### src/rtl/cmp_ext_pkg.sv
// Shared types and widths for the compare / immediate-extend unit.
package cmp_ext_pkg;

  localparam int DATA_W = 32;
  localparam int IMM_W  = 16;

  typedef logic [DATA_W-1:0] data_t;
  typedef logic [IMM_W-1:0]  imm_t;

  typedef enum logic {
    EXT_SIGN = 1'b0,
    EXT_ZERO = 1'b1
  } ext_mode_t;

endpackage

### src/rtl/cmp_ext_unit_imm_extender.sv
// Combinational immediate extender: widens imm to WIDTH bits, filling the
// upper bits with either the immediate's sign bit or zeros.
module imm_extender
  import cmp_ext_pkg::*;
#(
  parameter int WIDTH     = DATA_W,
  parameter int IMM_WIDTH = IMM_W
) (
  input  logic [IMM_WIDTH-1:0] imm,
  input  ext_mode_t            mode,
  output logic [WIDTH-1:0]     ext
);

  generate
    if (WIDTH > IMM_WIDTH) begin : g_widen
      logic fill;
      assign fill = (mode == EXT_SIGN) & imm[IMM_WIDTH-1];
      assign ext  = {{(WIDTH-IMM_WIDTH){fill}}, imm};
    end else begin : g_same
      // Equal widths leave nothing to fill; mode has no effect.
      assign ext = imm;
    end
  endgenerate

endmodule

### src/rtl/cmp_ext_unit.sv
// Registered 32-bit equality compare (beq/bne) plus I-type immediate extend.
// Optional zero-extension select is enabled by defining CMP_EXT_ZERO_EXT_EN.
module cmp_ext_unit
  import cmp_ext_pkg::*;
#(
  parameter int WIDTH     = DATA_W,
  parameter int IMM_WIDTH = IMM_W
) (
  input  logic                 clk,
  input  logic                 reset,
  input  logic                 in_valid,
  input  logic [WIDTH-1:0]     a0,
  input  logic [WIDTH-1:0]     a1,
  input  logic [IMM_WIDTH-1:0] imm,
`ifdef CMP_EXT_ZERO_EXT_EN
  input  logic                 ext_zero,
`endif
  output logic                 out_valid,
  output logic                 eq,
  output logic                 ne,
  output logic [WIDTH-1:0]     ext
);

  localparam int STAGES = 1;

  logic [STAGES:0]  vld_pipe;
  ext_mode_t        mode;
  logic [WIDTH-1:0] ext_d;
  logic             eq_d;
  logic             eq_q, ne_q;
  logic [WIDTH-1:0] ext_q;

`ifdef CMP_EXT_ZERO_EXT_EN
  assign mode = ext_zero ? EXT_ZERO : EXT_SIGN;
`else
  assign mode = EXT_SIGN;
`endif

  imm_extender #(
    .WIDTH     (WIDTH),
    .IMM_WIDTH (IMM_WIDTH)
  ) u_ext (
    .imm  (imm),
    .mode (mode),
    .ext  (ext_d)
  );

  assign eq_d        = (a0 == a1);
  assign vld_pipe[0] = in_valid;

  always_ff @(posedge clk) begin
    if (reset) begin
      vld_pipe[STAGES:1] <= '0;
      eq_q               <= 1'b0;
      ne_q               <= 1'b0;
      ext_q              <= '0;
    end else begin
      vld_pipe[STAGES:1] <= vld_pipe[STAGES-1:0];
      eq_q               <= in_valid & eq_d;
      ne_q               <= in_valid & ~eq_d;
      // ext only moves on a valid op so idle cycles don't toggle downstream.
      if (in_valid) ext_q <= ext_d;
    end
  end

  assign out_valid = vld_pipe[STAGES];
  assign eq        = eq_q;
  assign ne        = ne_q;
  assign ext       = ext_q;

endmodule

### config.mk
export PLATFORM = sky130hd
export DESIGN_NAME = cmp_ext_unit
export DESIGN_NICKNAME = d
export VERILOG_FILES = /design/src/rtl/cmp_ext_pkg.sv /design/src/rtl/cmp_ext_unit_imm_extender.sv /design/src/rtl/cmp_ext_unit.sv
export SDC_FILE = /design/constraint.sdc
export NUM_CORES = 1
export LEC_CHECK = 0
export BUFFER_PORTS_ARGS = -buffer_cell sky130_fd_sc_hd__buf_2
export CAP_MARGIN = 40
export CORE_ASPECT_RATIO = 1.25
export CORE_MARGIN = 1.5
export CORE_UTILIZATION = 31
export DETAILED_ROUTE_END_ITERATION = 7
export PLACE_DENSITY = 0.76
export SLEW_MARGIN = 0
export SYNTH_ARGS = -nofsm -noshare
export SYNTH_HDL_FRONTEND = slang
export SYNTH_SLANG_ARGS = --single-unit
### constraint.sdc
create_clock -name clk -period 1.1 [get_ports clk]
set_input_delay 0.22 -clock clk [delete_from_list [all_inputs] [get_ports clk]]
set_output_delay 0.22 -clock clk [all_outputs]
set_load 0.02 [all_outputs]
==> impl_metrics.toml <==
[grt]
grt_use_total = 0.124
grtUsageMet2 = 0.242
antenna_found_initial = 0
grt_pass1_wl_um = 3940
grt_pass1_vias = 1014
use_met1 = 0.120
grt_max_degree = 19
overflow = 0
grt_most_used_layer = "met2"
met3_usage = 0.0167

[synthesis]
postSynthCellCount = 116
ys_warn_count = 0
synth_top_area_cell = "dfxtp_1"
synth-seq-cells = 19
ys_types = 12
synth_top_area_frac = 0.342
synth.area.top_cells = "dfxtp_1 34%, xor2_1 25%, mux2i_1 14%, buf_4 11%, nor2_1 5.4%"
ys_seq_area_frac = 0.342
syn_area_um2 = 1110
synth_area_per_cell_um2 = 9.59
syn_nets = 199

[layout]
design_area_um2 = 1720
mostFrequentLayoutCells = "114 x buf_2, 29 x xor2_1, 18 x dfxtp_1"
fill_cells = 347
insertedDiodeCount = 0
multiInputGateArea_um2 = 627
final_nets = 303
area_growth_pct = 55.0
layout_commonest_cell = "buf_2"
drive_gt1_frac = 0.589
fin_cells = 258
seqCellArea_um2 = 384

[timing]
rsz0062_at_grt = "yes"
clock_skew_ns = 0
finalCriticalPeriod_ns = 1.08
max_slew_margin = 0.775
min_period_over_period = 0.979
finalHoldViolations = 0
slew_viol_final = 0
tightest_slew_ns = 0.338
fin_tns_setup_ns = 0
setup_viol = 0
fmax_ghz = 0.929
holdWs_ns = 0.208

[placement]
place_area_um2 = 1620
dp.cells = 254
dpl.hpwl_um = 2240
port_buffers = 117
gp_congestion = 0.754

[cts]
cts_tree = "built"
clk_pin_slew_ns = 0.07
htreeDepth = 1
cts_made_buffers = 3
clock_sinks = 19
cts_root_buffer = "clkbuf_8"
clockBufferDepth = 2
insertion_delay_ns = 0.25
holdBufCountCts = 0
post_cts_buffers = 0

[floorplanning]
initial_core_util = 0.322
fp.dieH_um = 70.0
core-area_um2 = 3450
num_io_pins = 118
num_rows = 24
die-area_um2 = 3960
dieWidth_um = 56.6

[outcome]
status = "finished clean"

[routing]
post_drt_wl_per_cell_um = 10.1
drt_wl_total_um = 2600
dr.first_iter.drc_count = 19
via_count = 1130
ant_nets = 0
drc = 0
vias_per_cell = 4.38
drtPass1Iterations = 4

[setup_path]
setup.worst_path.end_class = "flip-flop"
crit_arrival_ns = 1.24
worstRegToRegCells = 2
crit_type = "input port to flip-flop"
required_ns = 1.26
cp_max_fo = 2
cp-start-kind = "input port"

[power_and_ir_drop]
vdd_drop_max_mv = 0.689
p_per_area_nw_per_um2 = 1000
finalPower_mw = 1.73
leakage_nw = 0.971

[job]
cap_violations = 0

[worst_hold_path]
hp-class = "input port to flip-flop"
min_path_cells = 3
[kinds of logic after synthesis]
family / count (synthesis) / share of synthesized area
xor gates and xnor gates: 32 / 0.252
and+or+nand+nor: 28 / 0.129
buffers and inverters: 20 / 0.126
DFF: 19 / 0.342
muxes: 16 / 0.144
AOI/OAI and AO/OA: 1 / 0.00675
[cell usage after synthesis (all sizes together)]
| cell | number |
|---|---|
| clkbuf | 2 |
| o21a | 1 |
| nand4 | 2 |
| buf | 18 |
| nor4 | 8 |
| dfxtp | 19 |
| mux2i | 16 |
| nor2b | 1 |
| xor2 | 32 |
| nor2 | 16 |
| nor4b | 1 |
[final timing paths]
| kind | startpoint | endpoint | slack, ns |
|---|---|---|---|
| hold reg to reg | ext[10] | ext[10] | 0.49 |
| setup / recovery | a0[11] | eq | 0.02 |
| hold / removal | imm[10] | ext[10] | 0.21 |
| setup reg to reg | ext[15] | ext[15] | 0.40 |
[flip-flops by register name, summed over array words and instances, names as in the netlist]
register and count:
eq 1, ext 16, ne 1, out_valid 1
[report_power, final]
group / switching, mW / internal (mW)
Sequential: 0.0211 / 0.726
Combinational: 0.264 / 0.256
Clock: 0.202 / 0.256
[routing by layer]
| layer | up-vias | part of all wire | routed length (µm) |
|---|---|---|---|
| li1 | 573 | - | - |
| met1 | 485 | 0.35 | 904 |
| met2 | 68 | 0.54 | 1410 |
| met3 | 4 | 0.090 | 235 |
| met4 | 0 | 0.018 | 48 |
| met5 | - | 0 | 0 |
[through the flow]
stage | util | setup slack, ns
floorplan | - | 0.0154
global placement | 0.470 | -0.272
detailed placement | 0.470 | -0.307
CTS | 0.486 | 0.00462
global route | 0.499 | -0.0414
finish | 0.499 | 0.0235
[cell type report]
type	instances	area share
multi-input combinational	77	0.364
timing repair buffer	119	0.359
sequential	19	0.223
tap	39	0.0283
clock buffer	4	0.0261
[repair_timing]
item                                    4_1_cts  5_1_grt
gates cloned                                  0        0
endpoints found under the setup margin       19       19
pin swaps                                     0        8
gates resized for setup                       2        7
[critical path, cell delays in order]
cell,delay (ns)
buf_6,0.10
xor2_2,0.16
nor4_2,0.31
nand4_1,0.19
nor4b_2,0.26
(Power assumes the default switching activity.)
